### config.mk
export PLATFORM = sky130hd
export DESIGN_NAME = ex_mem_skid_flat
export DESIGN_NICKNAME = d
export VERILOG_FILES = /design/src/rtl/ex_mem_skid_if.sv /design/src/rtl/ex_mem_skid.sv /design/src/flat_wrapper.sv
export SDC_FILE = /design/constraint.sdc
export NUM_CORES = 1
export LEC_CHECK = 0
export ABC_AREA = 0
export CAP_MARGIN = 25
export CORE_AREA = 2 2 130 82
export CTS_CLUSTER_DIAMETER = 60
export DETAILED_ROUTE_END_ITERATION = 8
export DIE_AREA = 0 0 132 84
export PLACE_DENSITY = 0.62
export SYNTH_ARGS = -nofsm -noshare
export SYNTH_HDL_FRONTEND = slang
export SYNTH_SLANG_ARGS = --single-unit
export TNS_END_PERCENT = 1
### constraint.sdc
create_clock -name clk -period 3.85 [get_ports clk]
set_input_delay 0.77 -clock clk [delete_from_list [all_inputs] [get_ports clk]]
set_output_delay 0.77 -clock clk [all_outputs]
set_load 0.02 [all_outputs]
### src/rtl/ex_mem_skid_if.sv
// Handshake and payload bundle between the EX stage, the EX/MEM skid buffer and the MEM stage.
// The slave modport is the buffer's view; the master modport is the surrounding pipeline's view.
interface ex_mem_skid_if #(
  parameter int DATA_W = 32,
  parameter int ADDR_W = 5
);
  logic              flush_i;
  logic              ex_valid_i;
  logic              ex_ready_o;
  logic [ADDR_W-1:0] ex_wd_i;
  logic              ex_wreg_i;
  logic [DATA_W-1:0] ex_wdata_i;
  logic              mem_valid_o;
  logic              mem_ready_i;
  logic [ADDR_W-1:0] mem_wd_o;
  logic              mem_wreg_o;
  logic [DATA_W-1:0] mem_wdata_o;
  logic [ADDR_W-1:0] fwd_wd_o;
  logic              fwd_wreg_o;
  logic [DATA_W-1:0] fwd_wdata_o;
  logic [1:0]        count_o;

  modport slave (
    input  flush_i, ex_valid_i, ex_wd_i, ex_wreg_i, ex_wdata_i, mem_ready_i,
    output ex_ready_o, mem_valid_o, mem_wd_o, mem_wreg_o, mem_wdata_o,
           fwd_wd_o, fwd_wreg_o, fwd_wdata_o, count_o
  );

  modport master (
    output flush_i, ex_valid_i, ex_wd_i, ex_wreg_i, ex_wdata_i, mem_ready_i,
    input  ex_ready_o, mem_valid_o, mem_wd_o, mem_wreg_o, mem_wdata_o,
           fwd_wd_o, fwd_wreg_o, fwd_wdata_o, count_o
  );
endinterface

### src/rtl/ex_mem_skid.sv
// Two-entry EX/MEM pipeline register: a head register drives MEM, a skid register absorbs one
// beat of backpressure so that ex_ready_o never depends combinationally on mem_ready_i.
module ex_mem_skid #(
  parameter int DATA_W = 32,
  parameter int ADDR_W = 5
) (
  input logic          clk,
  input logic          rst,
  ex_mem_skid_if.slave bus
);

  logic              head_valid_r, head_valid_s;
  logic [ADDR_W-1:0] head_wd_r,    head_wd_s;
  logic              head_wreg_r,  head_wreg_s;
  logic [DATA_W-1:0] head_wdata_r, head_wdata_s;
  logic              skid_valid_r, skid_valid_s;
  logic [ADDR_W-1:0] skid_wd_r,    skid_wd_s;
  logic              skid_wreg_r,  skid_wreg_s;
  logic [DATA_W-1:0] skid_wdata_r, skid_wdata_s;
  logic              ready_r;
  logic              fwd_wreg_r;
  logic [1:0]        count_r;
  logic              accept_s;
  logic              drain_s;

  assign accept_s = bus.ex_valid_i & ready_r;
  assign drain_s  = head_valid_r & bus.mem_ready_i;

  // Next-state of both entries from the accept/drain combination; flush only drops the valid flags.
  always_comb begin
    head_valid_s = head_valid_r;
    head_wd_s    = head_wd_r;
    head_wreg_s  = head_wreg_r;
    head_wdata_s = head_wdata_r;
    skid_valid_s = skid_valid_r;
    skid_wd_s    = skid_wd_r;
    skid_wreg_s  = skid_wreg_r;
    skid_wdata_s = skid_wdata_r;
    if (bus.flush_i) begin
      head_valid_s = 1'b0;
      skid_valid_s = 1'b0;
    end else begin
      case ({skid_valid_r, head_valid_r})
        2'b00: begin
          if (accept_s) begin
            head_valid_s = 1'b1;
            head_wd_s    = bus.ex_wd_i;
            head_wreg_s  = bus.ex_wreg_i;
            head_wdata_s = bus.ex_wdata_i;
          end else begin
            head_valid_s = 1'b0;
          end
        end
        2'b01: begin
          if (accept_s && drain_s) begin
            head_wd_s    = bus.ex_wd_i;
            head_wreg_s  = bus.ex_wreg_i;
            head_wdata_s = bus.ex_wdata_i;
          end else if (accept_s) begin
            skid_valid_s = 1'b1;
            skid_wd_s    = bus.ex_wd_i;
            skid_wreg_s  = bus.ex_wreg_i;
            skid_wdata_s = bus.ex_wdata_i;
          end else if (drain_s) begin
            head_valid_s = 1'b0;
          end else begin
            head_valid_s = 1'b1;
          end
        end
        2'b11: begin
          // Skid full means ready was low, so no accept can coincide with the move.
          if (drain_s) begin
            skid_valid_s = 1'b0;
            head_wd_s    = skid_wd_r;
            head_wreg_s  = skid_wreg_r;
            head_wdata_s = skid_wdata_r;
          end else begin
            skid_valid_s = 1'b1;
          end
        end
        default: begin
          head_valid_s = 1'b0;
          skid_valid_s = 1'b0;
        end
      endcase
    end
  end

  // State registers; ready, forward-wreg and count are registered copies of next-state terms.
  always_ff @(posedge clk) begin
    if (rst) begin
      head_valid_r <= 1'b0;
      head_wd_r    <= {ADDR_W{1'b0}};
      head_wreg_r  <= 1'b0;
      head_wdata_r <= {DATA_W{1'b0}};
      skid_valid_r <= 1'b0;
      skid_wd_r    <= {ADDR_W{1'b0}};
      skid_wreg_r  <= 1'b0;
      skid_wdata_r <= {DATA_W{1'b0}};
      ready_r      <= 1'b1;
      fwd_wreg_r   <= 1'b0;
      count_r      <= 2'd0;
    end else begin
      head_valid_r <= head_valid_s;
      head_wd_r    <= head_wd_s;
      head_wreg_r  <= head_wreg_s;
      head_wdata_r <= head_wdata_s;
      skid_valid_r <= skid_valid_s;
      skid_wd_r    <= skid_wd_s;
      skid_wreg_r  <= skid_wreg_s;
      skid_wdata_r <= skid_wdata_s;
      ready_r      <= ~skid_valid_s;
      fwd_wreg_r   <= head_valid_s & head_wreg_s;
      count_r      <= {1'b0, head_valid_s} + {1'b0, skid_valid_s};
    end
  end

  assign bus.ex_ready_o  = ready_r;
  assign bus.mem_valid_o = head_valid_r;
  assign bus.mem_wd_o    = head_wd_r;
  assign bus.mem_wreg_o  = head_wreg_r;
  assign bus.mem_wdata_o = head_wdata_r;
  assign bus.fwd_wd_o    = head_wd_r;
  assign bus.fwd_wreg_o  = fwd_wreg_r;
  assign bus.fwd_wdata_o = head_wdata_r;
  assign bus.count_o     = count_r;

endmodule

### src/flat_wrapper.sv
// flat-port wrapper written by rule: the top's interface ports become plain ports
module ex_mem_skid_flat 
#(
  parameter int DATA_W = 32,
  parameter int ADDR_W = 5
)
  (clk, rst, bus_flush_i, bus_ex_valid_i, bus_ex_wd_i, bus_ex_wreg_i, bus_ex_wdata_i, bus_mem_ready_i, bus_ex_ready_o, bus_mem_valid_o, bus_mem_wd_o, bus_mem_wreg_o, bus_mem_wdata_o, bus_fwd_wd_o, bus_fwd_wreg_o, bus_fwd_wdata_o, bus_count_o);
  ex_mem_skid_if #(.DATA_W(DATA_W), .ADDR_W(ADDR_W)) bus_i ();
  input logic clk;
  input logic rst;
  input wire logic [$bits(bus_i.flush_i)-1:0] bus_flush_i;
  input wire logic [$bits(bus_i.ex_valid_i)-1:0] bus_ex_valid_i;
  input wire logic [$bits(bus_i.ex_wd_i)-1:0] bus_ex_wd_i;
  input wire logic [$bits(bus_i.ex_wreg_i)-1:0] bus_ex_wreg_i;
  input wire logic [$bits(bus_i.ex_wdata_i)-1:0] bus_ex_wdata_i;
  input wire logic [$bits(bus_i.mem_ready_i)-1:0] bus_mem_ready_i;
  output wire logic [$bits(bus_i.ex_ready_o)-1:0] bus_ex_ready_o;
  output wire logic [$bits(bus_i.mem_valid_o)-1:0] bus_mem_valid_o;
  output wire logic [$bits(bus_i.mem_wd_o)-1:0] bus_mem_wd_o;
  output wire logic [$bits(bus_i.mem_wreg_o)-1:0] bus_mem_wreg_o;
  output wire logic [$bits(bus_i.mem_wdata_o)-1:0] bus_mem_wdata_o;
  output wire logic [$bits(bus_i.fwd_wd_o)-1:0] bus_fwd_wd_o;
  output wire logic [$bits(bus_i.fwd_wreg_o)-1:0] bus_fwd_wreg_o;
  output wire logic [$bits(bus_i.fwd_wdata_o)-1:0] bus_fwd_wdata_o;
  output wire logic [$bits(bus_i.count_o)-1:0] bus_count_o;
  assign bus_i.flush_i = bus_flush_i;
  assign bus_i.ex_valid_i = bus_ex_valid_i;
  assign bus_i.ex_wd_i = bus_ex_wd_i;
  assign bus_i.ex_wreg_i = bus_ex_wreg_i;
  assign bus_i.ex_wdata_i = bus_ex_wdata_i;
  assign bus_i.mem_ready_i = bus_mem_ready_i;
  assign bus_ex_ready_o = bus_i.ex_ready_o;
  assign bus_mem_valid_o = bus_i.mem_valid_o;
  assign bus_mem_wd_o = bus_i.mem_wd_o;
  assign bus_mem_wreg_o = bus_i.mem_wreg_o;
  assign bus_mem_wdata_o = bus_i.mem_wdata_o;
  assign bus_fwd_wd_o = bus_i.fwd_wd_o;
  assign bus_fwd_wreg_o = bus_i.fwd_wreg_o;
  assign bus_fwd_wdata_o = bus_i.fwd_wdata_o;
  assign bus_count_o = bus_i.count_o;
  ex_mem_skid #(.DATA_W(DATA_W), .ADDR_W(ADDR_W)) u_core (.clk(clk), .rst(rst), .bus(bus_i));
endmodule
### Word-level counts from Yosys, hierarchy flattened

Index checks and enable logic that the tools add are counted.

| storage, ports and cells | value |
|---|---|
| register bits | 82 |
| bits of input ports | 43 |
| word-level logic and storage cells | 51 |
| output and inout port bits | 80 |

| cells by class | value |
|---|---|
| add/subtract/negate cells | 1 |
| bitwise gates (word level) | 6 |
| eq/ne operators | 5 |
| reductions and logical operators | 5 |
| muxes and demuxes | 23 |

Operator list:

| operator | count |
|---|---|
| $mux 32 | 3 |
| $pmux 32 s3 | 1 |
| $mux 5 | 3 |
| $pmux 5 s3 | 1 |
| $mux 1 | 12 |
| $pmux 1 s3 | 3 |
| $ne 2x1->1 const B | 3 |
| $reduce_and 5->1 | 1 |
| $reduce_and 4->1 | 1 |
| $and 1x1->1 | 3 |
| $not 1->1 | 3 |
| $reduce_bool 3->1 | 1 |
| $add 1x1->2 | 1 |
| $eq 2x1->1 const B | 1 |
| $eq 2x2->1 const B | 1 |
| $logic_not 2->1 | 1 |
| $logic_and 1x1->1 | 1 |

### Longest topological paths before layout

| logic depth | value |
|---|---|
| depth in word-level cells | 7 |
| mapped depth | 7 |
| gate-level depth less buffers | 4 |

### Worst setup path after synthesis

No wires, ideal clock.

| timing | value |
|---|---|
| path kind | input port to flip-flop |
| start point | in bus_flush_i |
| end point | reg u_core.skid_wdata_r[11] |
| data required time | 3718 ps |
| arrival time | 1879 ps |
| path slack | 1839 ps |
| stages on the path | 6 |
| library setup time | 132 ps |
| path buffers | 2 |
| cell sequence | or3b_4 or3_1 buf_6 buf_6 nand2_1 a21oi_1 |

| on the way | value |
|---|---|
| cells in the longest elaborated chain, start to end | 2 |

Ends and longest elaborated chain:

| item | line | RTL |
|---|---|---|
| start, declared | flat_wrapper.sv:11 | `input wire logic [$bits(bus_i.flush_i)-1:0] bus_flush_i;` |
| $not 1->1 (no line) | - |  |
| $reduce_and 4->1 (no line) | - |  |
| end signal, assigned | ex_mem_skid.sv:99 | `skid_wdata_r <= {DATA_W{1'b0}};` |
| end signal, assigned | ex_mem_skid.sv:111 | `skid_wdata_r <= skid_wdata_s;` |
| end, declared | ex_mem_skid.sv:19 | `logic [DATA_W-1:0] skid_wdata_r, skid_wdata_s;` |

No other way between the ends.
A chain may end at the register's enable or synchronous reset.

### Final worst setup path

| timing | value |
|---|---|
| start point | reg u_core.head_valid_r, in the netlist u_core.bus.mem_valid_o |
| end point | out bus_mem_valid_o |

RTL lines:

| item | line | RTL |
|---|---|---|
| start, declared | ex_mem_skid.sv:12 | `logic head_valid_r, head_valid_s;` |
| start signal, assigned | ex_mem_skid.sv:104 | `head_valid_r <= head_valid_s;` |
| end, declared | flat_wrapper.sv:18 | `output wire logic [$bits(bus_i.mem_valid_o)-1:0] bus_mem_valid_o;` |

No word-level cell between the ends.

==> impl_metrics.tcl <==
set metrics [dict create \
    final_cell_mix "clkdlybuf4s50_1, nand2_1, dfxtp_1, a21oi_1, nor2_1" \
    syn-num-nets 494 \
    grt_overflow 0 \
    final_max_slew_viol_count 0 \
    cp-start-kind "register" \
    syn_area_um2 3580 \
    cts-buffers-inserted 9 \
    holdCritPathClass "register to register" \
    dp_hpwl_mm 5.739 \
    cap_violations 0 \
    die_w_um 132 \
    setup_violations 0 \
    antenna_found_initial 0 \
    synthSimpleGateAreaFrac_pct 24.61 \
    viasPerCell 4.916 \
    clk_path_buf_depth 2 \
    synth_fa_ha_area_share_pct 0.3495 \
    rows 29 \
    min_period_ps 2797 \
    drtAntennaViolNets 0 \
    whs_ps 453.3 \
    synth_top_family_by_area "simple AND/OR/NAND/NOR gates" \
    ys_types 27 \
    critPathTopFamily "flip-flops" \
    placed_area_um2 4573 \
    fin_util_pct 48.67 \
    drt-initial-drc-count 228 \
    criticalPathCategory "register to primary output" \
    crit_slowest_cell "dfxtp_2" \
    clock.fmax_mhz 357.5 \
    clock_latency_ps 330 \
    ys_ff_latch 82 \
    max_slew_margin_pct 38.11 \
    drt_pre_antenna_iters 4 \
    wl_per_cell_um 13.97 \
    grt_usage_pct 16.79 \
    cts_tree "built" \
    hold_viol 0 \
    p_per_area_nw_per_um2 434.9 \
    cts.htree.levels 3 \
    cp.arrival_ps 2030 \
    ys_seq_area_share_pct 45.86 \
    start_util_pct 35.62 \
    synth_xor_area_share_pct 0 \
    worstPathCellList "clkdlybuf4s50_1" \
    final_nets 557 \
    fin_tns_setup_ps 0 \
    via_count 3230 \
    syn2layout_area_growth_pct 36.67 \
    synth_cells 450 \
    rsz0062_at_grt "no" \
    wl_mm 9.176 \
    critical_path_required_ps 3080 \
    end_kind "primary output" \
    leakagePower_uw 0.001692 \
    antenna_cells 0 \
    gp_congestion 0.7655 \
    clk_pin_slew_ps 60 \
    postCtsSetupBuffers 0 \
    worstPathMaxFanout 44 \
    syn_area_per_cell_um2 7.955 \
    min_period_over_period_pct 72.66 \
    cts_sinks 82 \
    max_stage_delay_ps 930 \
    die_h_um 84 \
    synth-compound-area-share_pct 15.48 \
    irDropWorstVdd_v 0.0002116 \
    cts_resized 0 \
    portBuffers 122 \
    outcome "finished clean" \
    drive_gt1_share_pct 5.405 \
    first_global_vias 2849 \
    skew_ps 9.376 \
    clockRootBuffer "clkbuf_16" \
    drc_errors 0 \
    grt_pass1_wl_mm 14.95 \
    postCtsHoldBufs 0 \
    die_area_um2 11090 \
    tightest_slew_ps 928.4 \
    grt_max_degree 75 \
    ios 123 \
    dp.cells 641 \
    post-route-cell-area_um2 4892 \
    core_um2 10050 \
    final_common_cell "clkdlybuf4s50_1" \
    yosysWarningCount 0 \
    synth_mux_area_share_pct 0.3146 \
    crit_buf_inv 1 \
    fin_cells 657 \
]
[Yosys cell counts]
| cell type | count | area share (%) |
|---|---|---|
| nand2_1 | 116 | 12 |
| nor3_1 | 2 | 0.28 |
| nor4_1 | 1 | 0.17 |
| o32ai_1 | 1 | 0.24 |
| mux2_2 | 1 | 0.31 |
| inv_1 | 2 | 0.21 |
| and2_1 | 1 | 0.17 |
| buf_4 | 42 | 8.8 |
| buf_6 | 3 | 0.94 |
| a21oi_1 | 39 | 5.5 |
| nand3b_1 | 1 | 0.21 |
| buf_2 | 8 | 1.1 |
| or3_1 | 1 | 0.17 |
| buf_1 | 2 | 0.21 |
| nor2b_1 | 5 | 0.87 |
| nor2_1 | 39 | 4.1 |
| nand3_1 | 37 | 5.2 |
| o21ai_0 | 3 | 0.42 |
| nand2b_1 | 2 | 0.35 |
| clkbuf_1 | 20 | 2.1 |
| nor3_2 | 1 | 0.28 |
| o2111a_1 | 1 | 0.31 |
| or3b_4 | 1 | 0.31 |
| nor4_2 | 1 | 0.35 |
| ha_1 | 1 | 0.35 |
| dfxtp_1 | 82 | 46 |
| a311oi_1 | 37 | 9.1 |
[kinds of logic (layout without fill, tap and decap cells)]
logic type / after synthesis / after routing
compound gates: 81 / 81
fa+ha+maj: 1 / 1
buf+inv: 77 / 145
flops: 82 / 82
mux: 1 / 1
simple gates: 208 / 208
[cell type report]
| cell class | instances | area, um2 |
|---|---|---|
| fillers | 964 | 5159 |
| clock buffers | 10 | 239.0 |
| repair buffers | 127 | 1274 |
| inverters | 2 | 7.507 |
| clock inverters | 6 | 80.08 |
| flip-flops and latches | 82 | 1644 |
| well taps | 139 | 173.9 |
| multi-input cells | 291 | 1474 |
[per-layer routing]
metal / GRT usage, % / up-vias / wire length (um)
met1: 23.54 / 1481 / 4527
met4: 4.150 / 0 / 65
met2: 24.86 / 122 / 3891
met3: 5.464 / 7 / 692
li1: - / 1620 / -
met5: 0 / - / 0
[path summary, 6_finish.rpt]
check | start | end | slack [ps] | cells after the start
setup / recovery | u_core.bus.mem_valid_o | bus_mem_valid_o | 1050 | 1
hold / removal | u_core.skid_wdata_r[7] | u_core.skid_wdata_r[7] | 450 | 2
setup reg to reg | u_core.bus.mem_valid_o | u_core.skid_wdata_r[27] | 1190 | 5
hold reg to reg | u_core.skid_wdata_r[7] | u_core.skid_wdata_r[7] | 450 | 2
[metrics by stage]
stage,worst slack [ps],power [uW]
after floorplan,1839,1099
after global placement,723.7,1233
after detailed placement,836.7,1236
after CTS,1063,2153
after global routing,956.8,2209
final,1053,2128
[power breakdown]
group / switching (uW) / internal, uW
clock network: 332 / 581
registers: 27.5 / 879
logic: 153 / 155
total: 512 / 1620
[sequential cells by signal, summed over array words and instances, names as in the netlist, 2 cells and up]
register	cells
u_core.skid_wd_r	5
u_core.skid_wdata_r	32
u_core.bus.count_o	2
u_core.bus.fwd_wdata_o	32
u_core.bus.fwd_wd_o	5
No activity file was read; power rests on OpenSTA's default activity.
